[src/rtl/bin2bcd_disp_pkg.sv]
// Shared definitions for the binary-to-BCD display front end.
package bin2bcd_disp_pkg;

  typedef enum logic {
    ST_IDLE  = 1'b0,
    ST_SHIFT = 1'b1
  } state_t;

  localparam int          BCD_DIGITS = 4;
  localparam int unsigned MAX_VALUE  = 9999;
  localparam logic [15:0] OVF_DATA   = 16'h9999;
  localparam logic [3:0]  OVF_DOTS   = 4'b1111;

endpackage : bin2bcd_disp_pkg

[src/rtl/bin2bcd_disp_digit_adj.sv]
// Double-dabble digit correction: a BCD digit of 5 or more gets 3 added so
// that the following left shift carries correctly into the next digit.
module bcd_digit_adj (
  input  logic [3:0] digit,
  output logic [3:0] adj
);

  // Add 3 when the digit is >= 5; 4-bit result, no carry out.
  always_comb begin
    adj = digit;
    if (digit >= 4'd5) adj = digit + 4'd3;
  end

endmodule : bcd_digit_adj

[src/rtl/bin2bcd_disp.sv]
// Sequential binary-to-BCD converter (one bit per cycle) whose result and
// decimal-point pattern are held stable for a four-digit seven-segment driver.
//
// Handshake: a transfer happens on a rising clk_in edge where valid_in and
// ready_out are both high; ready_out is high only in IDLE, and valid_in is
// ignored at every other time. bin_in/dp_in are sampled on that edge only.
module bin2bcd_disp
  import bin2bcd_disp_pkg::*;
#(
  parameter int BIN_WIDTH = 14
) (
  input  logic                 clk_in,
  input  logic                 reset_in,
  input  logic [BIN_WIDTH-1:0] bin_in,
  input  logic [3:0]           dp_in,
  input  logic                 valid_in,
  output logic                 ready_out,
  output logic [15:0]          data_out,
  output logic [3:0]           dots_out,
  output logic                 done_out,
  output state_t               state_dbg
);

  localparam int CNT_W = (BIN_WIDTH > 2) ? $clog2(BIN_WIDTH) : 1;

  state_t               state, state_next;
  logic [BIN_WIDTH-1:0] bin_sr;
  logic [15:0]          bcd_sr;
  logic [15:0]          bcd_adj;
  logic [15:0]          bcd_shift;
  logic [BIN_WIDTH-1:0] bin_shift;
  logic [CNT_W-1:0]     cnt;
  logic [3:0]           dp_q;
  logic                 ovf_q;
  logic                 ovf_in;
  logic                 load;
  logic                 finish;

  // Constant false when BIN_WIDTH < 14, since bin_in can never exceed 9999.
  assign ovf_in = 32'(bin_in) > 32'(MAX_VALUE);

  for (genvar g = 0; g < BCD_DIGITS; g++) begin : g_adj
    bcd_digit_adj u_adj (
      .digit (bcd_sr[g*4 +: 4]),
      .adj   (bcd_adj[g*4 +: 4])
    );
  end

  // The binary MSB enters the BCD LSB on every shift.
  assign bcd_shift = {bcd_adj[14:0], bin_sr[BIN_WIDTH-1]};
  assign bin_shift = {bin_sr[BIN_WIDTH-2:0], 1'b0};

  assign ready_out = (state == ST_IDLE);
  assign state_dbg = state;

  // State register.
  always_ff @(posedge clk_in or negedge reset_in) begin
    if (!reset_in) state <= ST_IDLE;
    else           state <= state_next;
  end

  // Next-state decode plus the load/finish strobes for the datapath.
  always_comb begin
    state_next = state;
    load       = 1'b0;
    finish     = 1'b0;
    case (state)
      ST_IDLE: begin
        if (valid_in) begin
          load       = 1'b1;
          state_next = ST_SHIFT;
        end
      end
      ST_SHIFT: begin
        if (cnt == '0) begin
          finish     = 1'b1;
          state_next = ST_IDLE;
        end
      end
      default: state_next = ST_IDLE;
    endcase
  end

  // Working registers: capture on accept, shift-add-3 while converting.
  always_ff @(posedge clk_in or negedge reset_in) begin
    if (!reset_in) begin
      bin_sr <= '0;
      bcd_sr <= '0;
      cnt    <= '0;
      dp_q   <= '0;
      ovf_q  <= 1'b0;
    end else if (load) begin
      bin_sr <= bin_in;
      bcd_sr <= '0;
      dp_q   <= dp_in;
      ovf_q  <= ovf_in;
      cnt    <= CNT_W'(BIN_WIDTH - 1);
    end else if (state == ST_SHIFT) begin
      bin_sr <= bin_shift;
      bcd_sr <= bcd_shift;
      if (cnt != '0) cnt <= cnt - 1'b1;
    end
  end

  // Display outputs change only on the completion edge, never mid-conversion.
  always_ff @(posedge clk_in or negedge reset_in) begin
    if (!reset_in) begin
      data_out <= '0;
      dots_out <= '0;
      done_out <= 1'b0;
    end else begin
      done_out <= finish;
      if (finish) begin
        data_out <= ovf_q ? OVF_DATA : bcd_shift;
        dots_out <= ovf_q ? OVF_DOTS : dp_q;
      end
    end
  end

endmodule : bin2bcd_disp

[config.mk]
export PLATFORM = sky130hd
export DESIGN_NAME = bin2bcd_disp
export DESIGN_NICKNAME = d
export VERILOG_FILES = /design/src/rtl/bin2bcd_disp_pkg.sv /design/src/rtl/bin2bcd_disp_digit_adj.sv /design/src/rtl/bin2bcd_disp.sv
export SDC_FILE = /design/constraint.sdc
export NUM_CORES = 1
export LEC_CHECK = 0
export BUFFER_PORTS_ARGS = -buffer_cell sky130_fd_sc_hd__buf_2
export CAP_MARGIN = 20
export CORE_MARGIN = 2
export CORE_UTILIZATION = 56
export CTS_CLUSTER_SIZE = 10
export DETAILED_ROUTE_END_ITERATION = 12
export PLACE_DENSITY = 0.9
export SLEW_MARGIN = 25
export SYNTH_ARGS = -nofsm -noshare
export SYNTH_HDL_FRONTEND = slang
export SYNTH_SLANG_ARGS = --single-unit
[constraint.sdc]
create_clock -name clk_in -period 2.1 [get_ports clk_in]
set_input_delay 0.315 -clock clk_in [delete_from_list [all_inputs] [get_ports clk_in]]
set_output_delay 0.315 -clock clk_in [all_outputs]
set_load 0.01 [all_outputs]
==> flow_summary.toml <==
[outcome]
status = "completed"

[timing]
setup_violations = 0
drv_slew = 0
rsz0062_at_grt = "false"
period_share_pct = 87.4
slew_headroom_pct = 59.8
worst_slew_pin_slew_ns = 0.601
finalHoldViolations = 0
post-route-min-period_ns = 1.84
setup_tns_ns = 0
fin_skew_ns = 0.00791
fmax_ghz = 0.545

[route]
drt_iter0_drc = 85
ant_nets = 0
drc = 0
drt_first_pass_iters = 4
vias = 2174
routedWlPerCell_um = 14.3
vias_per_cell = 5.50
routed_wl_um = 5640

[worst_hold_path]
min_path_type = "primary input to register"
hp-start = "dp_in[0]"

[floorplan]
die-height_um = 75.7
core_area_sq_um = 5040
design.die.area_sq_um = 5730
rows = 26
ios = 44
die_w_um = 75.7
initial_core_util_pct = 57.1

[clock_tree]
clkTransAtPathRegs_ns = 0.07
insertion_delay_ns = 0.34
cts_buffers = 9
clock_sinks = 61
cts_resized = 0
h-tree-depth = 3
cts_setup_buffers = 0
cts_tree = "yes"
clock-root-buffer = "clkbuf_8"
clk_path_buf_depth = 2

[grt]
grt_pass1_vias = 2076
grt_use_total_pct = 22.3
antenna_found_initial = 0
grt_pass1_wl_um = 9260
grt_overflow = 0
grt_max_degree = 47

[placed_design]
dp_cells = 378
placed_cell_area_sq_um = 3160
place_congestion = 0.883
hpwlAfterDp_um = 4020
portBuffers = 43

[pwr]
internal_power_uw = 3170
p_clk_share_pct = 16.4
leakagePower_uw = 0.00165
p_seq_share_pct = 40.1
swShare_pct = 40.0
worst_ir_drop_vdd_v = 0.000790
p_sw_uw = 2110
powerDensity_nw_per_um2 = 1590
combPwrFrac_pct = 43.4
total_power_uw = 5280

[logic_synthesis]
seq_area_frac_synth_pct = 53.0
yosysUniqueCellTypes = 35
synthArstFlopShare_pct = 100
synthFlopType = "dfrtp_1"
yosys_warnings = 0
syn_inst = 274
synth_nets = 305
synth-edff-count = 0
synthesis.area_sq_um = 2880
ys_seq_elements = 61
avgSynthCellArea_sq_um = 10.5

[critical_path]
endpoint_kind = "register"
cp_max_fo = 19
arrival_ns = 2.06
start_kind = "register"
worstPathRequired_ns = 2.32
startpoint = "cnt[0]"
r2r-start = "cnt[0]"
crit_type = "register to register"

[cells_and_area]
synthToLayoutAreaGrowth_pct = 15.6
final_nets = 351
antenna_cells = 0
num-fill-cells = 395
fin_cells = 395
post-route-util_pct = 66.0
fin_area_sq_um = 3330
layout-drive-gt1-share_pct = 22.5

[flow_run]
max-cap-violations = 0
## cells in the final DEF (no fill, tap or decap), drive strengths merged, types with 10 or more instances in the layout
cell / n
mux2i: 18
dfrtp: 61
nor2: 18
a21oi: 16
inv: 12
clkbuf: 11
nand2: 30
ha: 10
a21o: 11
o21ai: 28
buf: 49
## synthesized netlist by cell type (all sizes together) (3+ instances only)
cell type / n / share of area [%]
dfrtp: 61 / 53
nand2: 30 / 3.9
o21ai: 28 / 4.9
mux2i: 18 / 6.3
nor2: 18 / 2.7
a21oi: 16 / 2.8
inv: 12 / 1.6
a21o: 11 / 2.9
ha: 10 / 4.3
clkbuf: 8 / 1.0
a22o: 7 / 2.1
buf: 7 / 1.8
nor3b: 7 / 1.8
or3: 6 / 1.3
mux2: 5 / 2.0
nand2b: 5 / 1.1
a31oi: 4 / 0.87
a32o: 4 / 1.4
xnor2: 4 / 1.2
nor3: 3 / 0.52
## metal layers
layer,global-route usage [%],share of wire [%],up-vias
met5,0,0,-
met3,6.88,6.0,11
met2,34.4,49,70
met1,29.1,44,1038
met4,10.3,1.6,0
li1,-,-,1055
## repair_timing
action | in CTS | in global routing
hold buffers | 1 | 0
endpoints found under the hold margin | 17 | 0
endpoints found under the setup margin | 0 | 0
## stage by stage
stage / worst slack [ns] / hold WS, ns
after CTS: 0.267 / 0.198
after global routing: 0.187 / 0.199
after detailed placement: 0.276 / 0.287
after floorplan: 0.513 / 0.0194
final: 0.264 / 0.207
after global placement: 0.357 / 0.284
## flip-flops by register name, summed over array words and instances, names as in the netlist
| signal | flops |
|---|---|
| data_out | 16 |
| ovf_q | 1 |
| bcd_sr | 16 |
| cnt | 4 |
| bin_sr | 14 |
| dp_q | 4 |
| done_out | 1 |
| dots_out | 4 |
| state_dbg | 1 |
## worst paths after layout
path,cells past startpoint,slack (ns),end
setup / recovery,7,0.26,cnt[0]
hold / removal,2,0.21,dp_q[0]
max in group asynchronous,3,1.08,data_out[13]
min in group asynchronous,2,0.46,data_out[5]
setup reg to reg,7,0.26,cnt[0]
hold reg to reg,2,0.46,dots_out[0]
## critical path, stage by stage, from the launching register on
cell and delay (ns):
dfrtp_1 0.39, inv_1 0.10, ha_1 0.16, nand2b_1 0.08
or3_1 0.46, clkinv_4 0.19, nor2_2 0.07, mux2_2 0.28
## layout make-up
| type | instances | area (sq um) | area share, % |
|---|---|---|---|
| clock inverter | 5 | 27.5 | 0.827 |
| timing repair buffer | 50 | 283 | 8.50 |
| multi-input combinational | 185 | 1220 | 36.6 |
| sequential | 61 | 1530 | 45.9 |
| clock buffer | 11 | 131 | 3.95 |
| tap | 70 | 87.6 | 2.63 |
| inverter | 13 | 53.8 | 1.62 |
## logic make-up (layout without fill, tap and decap cells)
kind of cell	after synthesis	count (layout)	synth area share, %
AO/OA/AOI/OAI	75	75	16.4
AND/OR/NAND/NOR	73	73	12.1
flip-flops	61	61	53.0
buffers and inverters	28	79	4.69
multiplexers	23	23	8.21
adder cells (fa/ha/maj)	10	10	4.34
XOR/XNOR	4	4	1.22
## power groups by stage
stage | combinational (uW) | clock [uW] | sequential [uW]
CTS | 2310 | 884 | 2110
detailed placement | 2300 | 0 | 2130
floorplan | 1650 | 0 | 2090
global placement | 2190 | 0 | 2110
finish | 2290 | 868 | 2120
global route | 2590 | 932 | 2190
(Power assumes the default switching activity.)
